File: src/rtl/iomem_pkg.sv
// Shared definitions for the two-master iomem arbiter: bus field widths,
// arbiter state encoding and the default read data returned on a slave timeout.
package iomem_pkg;

    localparam int ADDR_W  = 32;
    localparam int DATA_W  = 32;
    localparam int WSTRB_W = 4;

    localparam logic [DATA_W-1:0] IOMEM_TIMEOUT_RDATA = 32'hDEAD_BEEF;

    typedef enum logic {
        IDLE = 1'b0,
        BUSY = 1'b1
    } arb_state_t;

endpackage

File: src/rtl/iomem_arbiter_if.sv
// PicoRV32 native iomem valid/ready bus. The master modport issues requests,
// the slave modport answers them.
interface iomem_arbiter_if;
    import iomem_pkg::*;

    logic               valid;
    logic               ready;
    logic [WSTRB_W-1:0] wstrb;
    logic [ADDR_W-1:0]  addr;
    logic [DATA_W-1:0]  wdata;
    logic [DATA_W-1:0]  rdata;

    modport master (
        output valid, wstrb, addr, wdata,
        input  ready, rdata
    );

    modport slave (
        input  valid, wstrb, addr, wdata,
        output ready, rdata
    );

endinterface

File: src/rtl/iomem_rr_pick.sv
// Two-request round-robin picker: a lone request wins outright, a tie goes
// to the master that was not served last.
module iomem_rr_pick (
    input  logic [1:0] req,
    input  logic       last,
    output logic       winner,
    output logic       any
);

    always_comb begin
        any    = |req;
        winner = 1'b0;
        case (req)
            2'b01:   winner = 1'b0;
            2'b10:   winner = 1'b1;
            2'b11:   winner = ~last;
            default: winner = 1'b0;
        endcase
    end

endmodule

File: src/rtl/iomem_arbiter.sv
// Round-robin arbiter sharing the PicoSoC iomem bus between the CPU (m0) and a
// second master (m1). Define IOMEM_ARB_TIMEOUT_EN to enable the stuck-slave timeout.
module iomem_arbiter
    import iomem_pkg::*;
#(
    parameter int unsigned       TIMEOUT_CYCLES = 255,
    parameter logic [DATA_W-1:0] TIMEOUT_RDATA  = IOMEM_TIMEOUT_RDATA
) (
    input  logic                  clk,
    input  logic                  resetn,
    iomem_arbiter_if.slave        m0,
    iomem_arbiter_if.slave        m1,
    iomem_arbiter_if.master       s,
    output logic                  timeout_flag
);

    arb_state_t state, state_next;
    logic       grant, grant_next;
    logic       last, last_next;
    logic       pick_winner, pick_any;
    logic       g_valid;

`ifdef IOMEM_ARB_TIMEOUT_EN
    localparam logic [7:0] TCNT_LAST = 8'(TIMEOUT_CYCLES - 1);
    logic [7:0] tcnt, tcnt_next;
    logic       flag_next;
`else
    logic unused_params;
    assign unused_params = ^{TIMEOUT_CYCLES, TIMEOUT_RDATA};
    assign timeout_flag  = 1'b0;
`endif

    iomem_rr_pick u_pick (
        .req    ({m1.valid, m0.valid}),
        .last   (last),
        .winner (pick_winner),
        .any    (pick_any)
    );

    assign g_valid = grant ? m1.valid : m0.valid;

    always_ff @(posedge clk) begin
        if (!resetn) begin
            state <= IDLE;
            grant <= 1'b0;
            last  <= 1'b1;
`ifdef IOMEM_ARB_TIMEOUT_EN
            tcnt         <= 8'd0;
            timeout_flag <= 1'b0;
`endif
        end else begin
            state <= state_next;
            grant <= grant_next;
            last  <= last_next;
`ifdef IOMEM_ARB_TIMEOUT_EN
            tcnt         <= tcnt_next;
            timeout_flag <= flag_next;
`endif
        end
    end

    // Both rdata ports mirror the slave; only the master seeing ready may use it.
    always_comb begin
        state_next = state;
        grant_next = grant;
        last_next  = last;
        s.valid    = 1'b0;
        s.wstrb    = '0;
        s.addr     = '0;
        s.wdata    = '0;
        m0.ready   = 1'b0;
        m1.ready   = 1'b0;
        m0.rdata   = s.rdata;
        m1.rdata   = s.rdata;
`ifdef IOMEM_ARB_TIMEOUT_EN
        tcnt_next  = tcnt;
        flag_next  = timeout_flag;
`endif
        case (state)
            IDLE: begin
`ifdef IOMEM_ARB_TIMEOUT_EN
                tcnt_next = 8'd0;
`endif
                if (pick_any) begin
                    grant_next = pick_winner;
                    state_next = BUSY;
                end
            end
            BUSY: begin
                s.valid = g_valid;
                s.wstrb = grant ? m1.wstrb : m0.wstrb;
                s.addr  = grant ? m1.addr  : m0.addr;
                s.wdata = grant ? m1.wdata : m0.wdata;
                if (s.ready) begin
                    m0.ready   = ~grant;
                    m1.ready   = grant;
                    state_next = IDLE;
                    last_next  = grant;
                end else if (!g_valid) begin
                    state_next = IDLE;
`ifdef IOMEM_ARB_TIMEOUT_EN
                end else if (tcnt == TCNT_LAST) begin
                    s.valid    = 1'b0;
                    m0.ready   = ~grant;
                    m1.ready   = grant;
                    if (grant) begin
                        m1.rdata = TIMEOUT_RDATA;
                    end else begin
                        m0.rdata = TIMEOUT_RDATA;
                    end
                    flag_next  = 1'b1;
                    state_next = IDLE;
                    last_next  = grant;
                end else begin
                    tcnt_next = tcnt + 8'd1;
`endif
                end
            end
            default: state_next = IDLE;
        endcase
    end

endmodule

File: src/flat_wrapper.sv
// flat-port wrapper written by rule: the top's interface ports become plain ports
module iomem_arbiter_flat import iomem_pkg::*;
#(
    parameter int unsigned       TIMEOUT_CYCLES = 255,
    parameter logic [DATA_W-1:0] TIMEOUT_RDATA  = IOMEM_TIMEOUT_RDATA
)
  (clk, resetn, timeout_flag, m0_valid, m0_wstrb, m0_addr, m0_wdata, m0_ready, m0_rdata, m1_valid, m1_wstrb, m1_addr, m1_wdata, m1_ready, m1_rdata, s_valid, s_wstrb, s_addr, s_wdata, s_ready, s_rdata);
  iomem_arbiter_if m0_i ();
  iomem_arbiter_if m1_i ();
  iomem_arbiter_if s_i ();
  input  logic clk;
  input  logic resetn;
  output logic timeout_flag;
  input wire logic [$bits(m0_i.valid)-1:0] m0_valid;
  input wire logic [$bits(m0_i.wstrb)-1:0] m0_wstrb;
  input wire logic [$bits(m0_i.addr)-1:0] m0_addr;
  input wire logic [$bits(m0_i.wdata)-1:0] m0_wdata;
  output wire logic [$bits(m0_i.ready)-1:0] m0_ready;
  output wire logic [$bits(m0_i.rdata)-1:0] m0_rdata;
  input wire logic [$bits(m1_i.valid)-1:0] m1_valid;
  input wire logic [$bits(m1_i.wstrb)-1:0] m1_wstrb;
  input wire logic [$bits(m1_i.addr)-1:0] m1_addr;
  input wire logic [$bits(m1_i.wdata)-1:0] m1_wdata;
  output wire logic [$bits(m1_i.ready)-1:0] m1_ready;
  output wire logic [$bits(m1_i.rdata)-1:0] m1_rdata;
  output wire logic [$bits(s_i.valid)-1:0] s_valid;
  output wire logic [$bits(s_i.wstrb)-1:0] s_wstrb;
  output wire logic [$bits(s_i.addr)-1:0] s_addr;
  output wire logic [$bits(s_i.wdata)-1:0] s_wdata;
  input wire logic [$bits(s_i.ready)-1:0] s_ready;
  input wire logic [$bits(s_i.rdata)-1:0] s_rdata;
  assign m0_i.valid = m0_valid;
  assign m0_i.wstrb = m0_wstrb;
  assign m0_i.addr = m0_addr;
  assign m0_i.wdata = m0_wdata;
  assign m0_ready = m0_i.ready;
  assign m0_rdata = m0_i.rdata;
  assign m1_i.valid = m1_valid;
  assign m1_i.wstrb = m1_wstrb;
  assign m1_i.addr = m1_addr;
  assign m1_i.wdata = m1_wdata;
  assign m1_ready = m1_i.ready;
  assign m1_rdata = m1_i.rdata;
  assign s_valid = s_i.valid;
  assign s_wstrb = s_i.wstrb;
  assign s_addr = s_i.addr;
  assign s_wdata = s_i.wdata;
  assign s_i.ready = s_ready;
  assign s_i.rdata = s_rdata;
  iomem_arbiter #(.TIMEOUT_CYCLES(TIMEOUT_CYCLES), .TIMEOUT_RDATA(TIMEOUT_RDATA)) u_core (.clk(clk), .resetn(resetn), .m0(m0_i), .m1(m1_i), .s(s_i), .timeout_flag(timeout_flag));
endmodule
File: config.mk
export PLATFORM = sky130hd
export DESIGN_NAME = iomem_arbiter_flat
export DESIGN_NICKNAME = d
export VERILOG_FILES = /design/src/rtl/iomem_pkg.sv /design/src/rtl/iomem_arbiter_if.sv /design/src/rtl/iomem_rr_pick.sv /design/src/rtl/iomem_arbiter.sv /design/src/flat_wrapper.sv
export SDC_FILE = /design/constraint.sdc
export NUM_CORES = 1
export LEC_CHECK = 0
export CORE_AREA = 3 3 120 122
export DETAILED_ROUTE_END_ITERATION = 6
export DIE_AREA = 0 0 123 125
export GPL_ROUTABILITY_DRIVEN = 0
export HOLD_SLACK_MARGIN = 0.1
export MAX_ROUTING_LAYER = met4
export SYNTH_ARGS = -nofsm -noshare
export SYNTH_HDL_FRONTEND = slang
export SYNTH_SLANG_ARGS = --single-unit
File: constraint.sdc
create_clock -name clk -period 2.1 [get_ports clk]
set_input_delay 0.42 -clock clk [delete_from_list [all_inputs] [get_ports clk]]
set_output_delay 0.42 -clock clk [all_outputs]
set_load 0.05 [all_outputs]
==> metrics, run 1 <==
CTS Buf Count=3; antenna violations before repair=0; grt ovf=0; status=stopped before the end; Synth area leader=mux2i_1; Initial Util=0.1407; Post-Synthesis Cells=238; Post-Syn Nets=411; Clock Tree Buf Depth=2; Yosys cell types=18; H-tree Lvls=1; clock root cell=clkbuf_16; Avg Cell Area, Syn=7.859 µm²; area post-placement=0.004368 mm²; Cells after DPL=548; # rows=42; port bufs=211; share of the synthesized area in the top cell type=0.3692; Place WS=0.2451 ns; Ports=309; HPWL Detailed=6687 µm; Area contributors post-synth=mux2i_1, buf_4, nor2b_1, buf_6, dfxtp_1; largest net degree at the start of global routing=40; cts repair resizes=0; Synth Warn #=0; Log Error=[ERROR DRT-0255] Maze Route cannot find path of net s_rdata[5] in worker of routeBox ( 96600 96600 ) ( 123000 125000 ).; first-pass GRT wire length=10850 µm; Halt Stage=detailed routing (5_2_route); mapped cell area=0.001871 mm²; sequential-to-total area share from yosys stat=0.03211; vias in the first global route=2196; clk sinks=3; Die Y=125 µm; die width=123 µm; hold buffer count at cts=0; Global Route Usage Sum=0.09116; Post-CTS Setup Bufs=0; Seq cells post-synth=3
## routing by layer
layer and track usage:
met1 0.08356, met4 0.02541, met3 0.03117, met5 -, met2 0.1753
## metrics by stage
step                hold slack [ns]    util
global route                 0.5292  0.3345
CTS                          0.4810  0.3345
detailed placement           0.4708  0.3285
global placement             0.4781  0.3285
floorplan                    0.4360       -
## cell families after synthesis
| logic type | Yosys count | share of synthesized area |
|---|---|---|
| flip-flops | 3 | 0.03211 |
| other | 1 | 0.002005 |
| AO/OA/AOI/OAI | 6 | 0.01940 |
| multiplexers | 69 | 0.3692 |
| AND/OR/NAND/NOR | 77 | 0.2515 |
| buffers and inverters | 82 | 0.3258 |
## Yosys cell counts
| library cell | count |
|---|---|
| a21boi_1 | 1 |
| mux2i_1 | 69 |
| nor2_1 | 1 |
| inv_1 | 1 |
| buf_4 | 66 |
| conb_1 | 1 |
| o21ai_1 | 2 |
| nor2b_1 | 69 |
| nand2b_1 | 1 |
| a31o_1 | 1 |
| nand2_1 | 4 |
| buf_6 | 7 |
| clkbuf_1 | 7 |
| buf_2 | 1 |
| a21oi_1 | 2 |
| and3_1 | 1 |
| dfxtp_1 | 3 |
| nand3b_1 | 1 |
==> run 2, diff against run 1 <==
- HOLD_SLACK_MARGIN: 0.1 -> unset
- MAX_ROUTING_LAYER: met4 -> unset
- PLACE_DENSITY_LB_ADDON: unset -> 0.15
==> metrics, run 2 <==
RSZ-0062 raised after global routing=no; final core area utilization=0.3348; Seq cells post-synth=3 (unchanged); setup TNS=0 ns; Avg Vias per Cell=3.733; Place WS=0.2495 ns (was 0.2451 ns); CP arrival=1.42 ns; hold crit path type=flip-flop to flip-flop; M1 GR Usage=0.08686 (was 0.08356); area post-placement=0.004373 mm² (was 0.004368 mm²); Global Route Usage Sum=0.09286 (was 0.09116); switching part of the total=0.4061; nets=549; grt ovf=0 (unchanged); H-tree Lvls=1 (unchanged); Clk pwr share=0.162; Max stage delay on crit path=0.53 ns; most frequent cells in the layout=clkdlybuf4s50_1, buf_12, mux2i_1, nor2b_1, nand2_1; Hold Path Sink=u_core.last$_SDFFE_PN1P_; Initial Util=0.1407 (unchanged); critical-path maximum fanout=4; core area=0.01330 mm²; DRT antenna net count=0; endpoints failing setup=0; reg2reg setup slack=1.00 ns; Reg power frac=0.036; clock root cell=clkbuf_16 (unchanged); commonest non-fill, non-tap cell in the layout=clkdlybuf4s50_1; status=finished clean (was stopped before the end); die area=0.01538 mm²; Post-Syn Nets=411 (unchanged); vias in the first global route=2046 (was 2196); Worst setup SP type=input pin; Cells after DPL=547 (was 548); Gate power share=0.802; GR Util met3=0.04020 (was 0.03117); Post-synth top flop=dfxtp_1 (unchanged); Clock Tree Buf Depth=2 (unchanged); clk sinks=3 (unchanged); reg2reg start=u_core.grant$_SDFFE_PN0P_; share of the synthesized area in the top cell type=0.3692 (unchanged); fin. max-slew vios=0; Routed WL=7967 µm; worst-skew pair later-pin latency=0.22 ns; WL/cell=14.46 µm; CP Buf/Inv Count=2; CP max stage cell=clkdlybuf4s50_1; HPWL Detailed=6661 µm (was 6687 µm); drt pass-1 iters=2; Iter 0 DRT Violations=21; Design Area, Final=0.004452 mm²; Switching Power=752.6 µW; P_leak=1.627 nW; Internal=1.101 mW; reg2reg end=u_core.state$_SDFF_PN0_; Synth-to-Final Area Change=138.0%; Worst Hold Depth=2; largest net degree at the start of global routing=76 (was 40); Final period util=0.8764; cts repair resizes=0 (unchanged); FMAX=0.5433 GHz; clock transition at the registers of the reported paths=0.03 ns; CP cell instances=clkdlybuf4s50_1 -> mux2i_1 -> nor2b_1 -> buf_12; Max rail drop VDD=0.0002727 V; # rows=42 (unchanged); Ports=309 (unchanged); CTS Buf Count=3 (unchanged); Synth area leader=mux2i_1 (unchanged); Post-CTS Setup Bufs=0 (unchanged); hold buffer count at cts=0 (unchanged); GR Util met2=0.1759 (was 0.1753); Worst path top cell family by delay=buffers and inverters; Die Y=125 µm (unchanged); CTS tree=done; Pwr Total=1.853 mW; die width=123 µm (unchanged); maxcap violations=0; mapped cell area=0.001871 mm² (unchanged); sequential-to-total area share from yosys stat=0.03211 (unchanged); Synth Warn #=0 (unchanged); Final Non-Filler Cells=551; Top Usage Layer GRT=met2 (unchanged); Hold Vio Cnt, Final=0; Final WS setup=0.2596 ns; antenna violations before repair=0 (unchanged); post-layout min period=1.840 ns; Worst Skew=0.001893 ns; Fillers=1393; n_diodes=0; Area contributors post-synth=mux2i_1, buf_4, nor2b_1, buf_6, dfxtp_1 (unchanged); Yosys cell types=18 (unchanged); Avg Cell Area, Syn=7.859 µm² (unchanged); WP data required=1.68 ns; HP Start=u_core.last$_SDFFE_PN1P_; Post-Synthesis Cells=238 (unchanged); port bufs=211 (unchanged); Worst Setup Path Type=input pin to output port; worst hold slack=0.4706 ns; fraction of registers with async set/reset=0 (unchanged); share of layout cells above drive strength 1=0.2107; Synth top cells by count=mux2i_1, nor2b_1, buf_4 (unchanged); kind of end point of the critical path=output port; PwrDens=416.3 mW/mm²; Post-synth EDFFs=0 (unchanged); first-pass GRT wire length=11380 µm (was 10850 µm); DRC viols=0; via count of the routed design=2057; FF-to-FF path depth=3; Top Registers=u_core.grant x1, u_core.last x1, u_core.state x1
==> run 2: area by class of cell <==
type	instances	area, µm²	area share
Clock buffer	4	78.83	0.01771
Inverter	1	3.754	0.0008432
Multi-Input combinational cell	153	1201	0.2698
Sequential cell	3	65.06	0.01461
Tap cell	176	220.2	0.04947
Timing Repair Buffer	214	2883	0.6476
==> run 2: tightest hold or removal path, cell delays in order, from the launching register on <==
cell and delay, ns:
dfxtp_1 0.32, a21oi_1 0.06, nand2_1 0.05
==> run 2: per-layer routing <==
metal  part of all wire  up-vias  wire length [µm]
li1                   -      988                 -
met1               0.30      882              2424
met2               0.50      143              3983
met3               0.16       44              1301
met4              0.032        0               257
met5                  0        -                 0
==> run 2: worst max-delay path by stage <==
stage | depth (start not counted) | endpoint | startpoint
6_report | 4 | s_valid | m0_valid
3_5_place_dp | 4 | s_valid | m0_valid
5_1_grt | 4 | s_valid | m0_valid
3_3_place_gp | 4 | s_valid | m0_valid
4_1_cts | 4 | s_wdata[9] | u_core.grant$_SDFFE_PN0P_
2_1_floorplan | 3 | s_addr[10] | u_core.state$_SDFF_PN0_
==> run 2: power groups by stage <==
stage	combinational [mW]	sequential (mW)	clock [mW]
2_1_floorplan	1.01	0.0655	0
3_3_place_gp	1.50	0.0680	0
3_5_place_dp	1.51	0.0682	0
4_1_cts	1.51	0.0674	0.307
5_1_grt	1.56	0.0677	0.320
6_report	1.49	0.0673	0.300
==> run 2: kinds of logic (layout without fill, tap and decap cells) <==
family | count (synthesis) | count (layout) | share of synthesized area
AOI/OAI and AO/OA | 6 | 6 | 0.01940
and+or+nand+nor | 77 | 77 | 0.2515
DFF | 3 | 3 | 0.03211
muxes | 69 | 69 | 0.3692
other | 1 | 1 | 0.002005
buffers and inverters | 82 | 219 | 0.3258
(Power assumes the default switching activity.)
==> run 3, diff against run 2 <==
- CTS_BUF_LIST: unset -> sky130_fd_sc_hd__clkbuf_8
==> metrics, run 3 (synthesis results as in run 2) <==
maxcap violations=0 (unchanged); WP data required=1.68 ns (about the same); worst hold slack=0.4711 ns (was 0.4706 ns); HPWL Detailed=6661 µm (unchanged); CTS Buf Count=3 (unchanged); antenna violations before repair=0 (unchanged); die width=123 µm (unchanged); endpoints failing setup=0 (unchanged); setup TNS=0 ns (unchanged); Die Y=125 µm (unchanged); RSZ-0062 raised after global routing=no (unchanged); n_diodes=0 (unchanged); Worst Setup Path Type=input pin to output port (unchanged); commonest non-fill, non-tap cell in the layout=clkdlybuf4s50_1 (unchanged); status=finished clean (unchanged); Post-CTS Setup Bufs=0 (unchanged); Ports=309 (unchanged); CP max stage cell=clkdlybuf4s50_1 (unchanged); nets=549 (unchanged); vias in the first global route=2047 (was 2046); Iter 0 DRT Violations=13 (was 21); FF/Latch Area=65.06 µm² (unchanged); Routed WL=7962 µm (was 7967 µm); Worst Skew=0.0006974 ns (was 0.001893 ns); cts repair resizes=0 (unchanged); FF-to-FF path depth=3 (unchanged); Final period util=0.8784 (was 0.8764); Hold Vio Cnt, Final=0 (unchanged); kind of end point of the critical path=output port (unchanged); DRC viols=0 (unchanged); P_leak=1.616 nW (was 1.627 nW); most frequent cells in the layout=clkdlybuf4s50_1, buf_12, mux2i_1, nor2b_1, nand2_1 (unchanged); hold crit path type=flip-flop to flip-flop (unchanged); first-pass GRT wire length=11390 µm (was 11380 µm); grt ovf=0 (unchanged); Place WS=0.2495 ns (unchanged); Synth-to-Final Area Change=136.2% (was 138.0%); clock root cell=clkbuf_8 (was clkbuf_16); # rows=42 (unchanged); Pwr Total=1.716 mW (was 1.853 mW); WL/cell=14.45 µm (was 14.46 µm); via count of the routed design=2051 (was 2057); die area=0.01538 mm² (unchanged); clock transition at the registers of the reported paths=0.03 ns (about the same); Clock Tree Buf Depth=2 (unchanged); hold buffer count at cts=0 (unchanged); Levels on crit path=4 (unchanged); Worst path top cell family by delay=buffers and inverters (unchanged); Worst setup SP type=input pin (unchanged); worst-skew pair later-pin latency=0.21 ns (was 0.22 ns); Top Registers=u_core.grant x1, u_core.last x1, u_core.state x1 (unchanged); Avg Vias per Cell=3.722 (was 3.733); post-layout min period=1.845 ns (was 1.840 ns); Max rail drop VDD=0.0001967 V (was 0.0002727 V); core area=0.01330 mm² (unchanged); critical-path maximum fanout=4 (unchanged); DRT antenna net count=0 (unchanged); Global Route Usage Sum=0.09287 (was 0.09286); Fillers=1400 (was 1393); Design Area, Final=0.004418 mm² (was 0.004452 mm²); Final WS setup=0.2554 ns (was 0.2596 ns); PwrDens=388.4 mW/mm² (was 416.3 mW/mm²); CTS tree=done (unchanged); CP cell instances=clkdlybuf4s50_1 -> mux2i_1 -> nor2b_1 -> buf_12 (unchanged); port bufs=211 (unchanged); area post-placement=0.004373 mm² (unchanged); largest net degree at the start of global routing=76 (unchanged); Worst Hold Depth=2 (unchanged); Initial Util=0.1407 (unchanged); clk sinks=3 (unchanged); CP Buf/Inv Count=2 (unchanged); H-tree Lvls=1 (unchanged); share of layout cells above drive strength 1=0.2107 (unchanged); FMAX=0.5421 GHz (was 0.5433 GHz); Multi-input gate area=0.001201 mm² (unchanged); drt pass-1 iters=3 (was 2); CP arrival=1.42 ns (about the same); Max stage delay on crit path=0.53 ns (about the same); fin. max-slew vios=0 (unchanged)
## run 3: report_power, final
| part | leakage (nW) | internal [mW] | switching [mW] |
|---|---|---|---|
| registers | 0.0258 | 0.0628 | 0.00457 |
| clock network | 0.0269 | 0.124 | 0.0374 |
| logic | 1.56 | 0.788 | 0.699 |
| total | 1.62 | 0.975 | 0.741 |
## run 3: area by class of cell
cell class	count	area share
Timing Repair Buffer	214	0.6525
Multi-Input combinational cell	153	0.2719
Sequential cell	3	0.01473
Clock buffer	3	0.009346
Clock inverter	1	0.0008496
Inverter	1	0.0008496
Tap cell	176	0.04984
## run 3: final timing paths
check | startpoint | end | slack (ns)
setup / recovery | m0_valid | s_valid | 0.26
hold / removal | u_core.last$_SDFFE_PN1P_ | u_core.last$_SDFFE_PN1P_ | 0.47
setup reg to reg | u_core.grant$_SDFFE_PN0P_ | u_core.state$_SDFF_PN0_ | 0.99
hold reg to reg | u_core.last$_SDFFE_PN1P_ | u_core.last$_SDFFE_PN1P_ | 0.47
## run 3: through the flow
stage / util / instances
after floorplan: - / 238
after global placement: 0.3289 / 547
after detailed placement: 0.3289 / 547
after CTS: 0.3323 / 551
after global routing: 0.3323 / 551
final: 0.3323 / 551
## run 3: per-layer routing
metal  vias to the layer above  track usage  part of all wire
li1                        987            -                 -
met1                       877      0.08689              0.31
met2                       143       0.1759              0.50
met3                        44      0.04020              0.16
met4                         0      0.03322             0.033
met5                         -            0                 0
## run 3: worst register-to-register path, stage by stage, from the launching register on
cell	delay, ns
dfxtp_4	0.36
buf_12	0.25
o21ai_1	0.15
a31o_1	0.23
==> run 4, diff against run 3 <==
- CORE_AREA: 3 3 120 122 -> 2 2 119 121
- DIE_AREA: 0 0 123 125 -> 0 0 121 123
- GPL_TIMING_DRIVEN: unset -> 0
==> metrics, run 4 (synthesis results as in run 2) <==
status=finished clean (unchanged); most frequent cells in the layout=clkdlybuf4s50_1, mux2i_1, nor2b_1, buf_4, clkdlybuf4s15_2 (was clkdlybuf4s50_1, buf_12, mux2i_1, nor2b_1, nand2_1); Iter 0 DRT Violations=26 (was 13); via count of the routed design=2517 (was 2051); Worst setup SP type=input pin (unchanged); drt pass-1 iters=3 (unchanged); FMAX=0.4954 GHz (was 0.5421 GHz); first-pass GRT wire length=11960 µm (was 11390 µm); clock root cell=clkbuf_8 (unchanged); Avg Vias per Cell=3.611 (was 3.722); largest net degree at the start of global routing=11 (was 76); # rows=43 (was 42); hold buffer count at cts=0 (unchanged); kind of end point of the critical path=output port (unchanged); Slew Limit Headroom=0.6584; CTS tree=done (unchanged); Post-CTS Setup Bufs=0 (unchanged); PwrDens=374.8 mW/mm² (was 388.4 mW/mm²); fin. max-slew vios=0 (unchanged); HPWL Detailed=7606 µm (was 6661 µm); Worst Skew=0.003560 ns (was 0.0006974 ns); clk sinks=3 (unchanged); cts repair resizes=203 (was 0); setup TNS=0 ns (unchanged); Max rail drop VDD=0.0001764 V (was 0.0001967 V); WP data required=1.68 ns (about the same); endpoints failing setup=0 (unchanged); CP arrival=1.60 ns (was 1.42 ns); Worst-Margin Slew=0.5108 ns; Final period util=0.9612 (was 0.8784); critical-path maximum fanout=1 (was 4); DRT antenna net count=0 (unchanged); maxcap violations=0 (unchanged); Pwr Total=1.833 mW (was 1.716 mW); core area=0.01361 mm² (was 0.01330 mm²); clock transition at the registers of the reported paths=0.03 ns (about the same); n_diodes=0 (unchanged); CTS Buf Count=3 (unchanged); Worst Hold Depth=2 (unchanged); Clock Tree Buf Depth=2 (unchanged); Fillers=1408 (was 1400); H-tree Lvls=1 (unchanged); commonest non-fill, non-tap cell in the layout=clkdlybuf4s50_1 (unchanged); Routed WL=8608 µm (was 7962 µm); Synth-to-Final Area Change=161.4% (was 136.2%); vias in the first global route=2451 (was 2047); worst-skew pair later-pin latency=0.21 ns (about the same); FF-to-FF path depth=4 (was 3); nets=691 (was 549); antenna violations before repair=0 (unchanged); P_leak=1.945 nW (was 1.616 nW); die area=0.01488 mm² (was 0.01538 mm²); final core area utilization=0.3592 (was 0.3323); WL/cell=12.35 µm (was 14.45 µm); Ports=309 (unchanged); Die Y=123 µm (was 125 µm); post-layout min period=2.019 ns (was 1.845 ns); Hold Vio Cnt, Final=0 (unchanged); DRC viols=0 (unchanged); Place WS=-0.3752 ns (was 0.2495 ns); hold crit path type=flip-flop to flip-flop (unchanged); Global Route Usage Sum=0.09830 (was 0.09287); Top Registers=u_core.grant x1, u_core.last x1, u_core.state x1 (unchanged); grt ovf=0 (unchanged); Final WS setup=0.08144 ns (was 0.2554 ns); die width=121 µm (was 123 µm); port bufs=275 (was 211); share of layout cells above drive strength 1=0.2824 (was 0.2107); Worst Setup Path Type=input pin to output port (unchanged); Initial Util=0.1374 (was 0.1407)
## run 4: cell count changes in the layout (fill, tap and decap cells not counted), moves of 2 or more
cell	before	now
clkdlybuf4s50_1	140	204
clkdlybuf4s18_2	0	4
clkdlybuf4s15_1	0	3
buf_6	0	7
dlygate4sd2_1	0	5
clkdlybuf4s15_2	0	46
buf_4	0	66
clkbuf_2	0	8
dfxtp_1	1	3
buf_12	74	0
buf_2	0	11
## run 4: critical path, cell delays in order
cell	delay, ns
clkdlybuf4s50_1	0.46
mux2i_1	0.06
nor2b_1	0.10
dlygate4sd2_1	0.55
## run 4: area by class of cell
cell class,count,area [µm²],share of cell area
clock inverter,1,3.754,0.0007677
timing repair buffer,275,2739,0.5601
clock buffer,3,41.29,0.008444
multi-input combinational,153,1201,0.2456
sequential,3,60.06,0.01228
buffer,81,615.6,0.1259
inverter,1,3.754,0.0007677
tap,180,225.2,0.04606
## run 4: power breakdown
group          internal, mW  switching (mW)
Combinational         0.701           0.906
Clock                 0.124          0.0360
Sequential           0.0626         0.00297
## run 4: worst paths after layout
kind / startpoint / endpoint / slack, ns
setup / recovery: m1_wdata[30] / s_wdata[30] / 0.08
setup reg to reg: u_core.grant$_SDFFE_PN0P_ / u_core.state$_SDFF_PN0_ / 1.00
hold reg to reg: u_core.last$_SDFFE_PN1P_ / u_core.last$_SDFFE_PN1P_ / 0.46
hold / removal: u_core.last$_SDFFE_PN1P_ / u_core.last$_SDFFE_PN1P_ / 0.46
## run 4: layer usage
layer / global-route usage / vias up / wire [µm]
met4: 0.01090 / 0 / 19
li1: - / 1271 / -
met3: 0.02998 / 2 / 1061
met2: 0.2019 / 178 / 4552
met1: 0.09875 / 1066 / 2974
met5: 0 / - / 0
## run 4: metrics by stage
step / hold WS (ns) / area (µm²) / std cells
floorplan: 0.4360 / 1871 / 238
global placement: 0.4515 / 4848 / 693
detailed placement: 0.4514 / 4848 / 693
CTS: 0.4601 / 4950 / 697
global route: 0.4756 / 4890 / 697
finish: 0.4600 / 4890 / 697
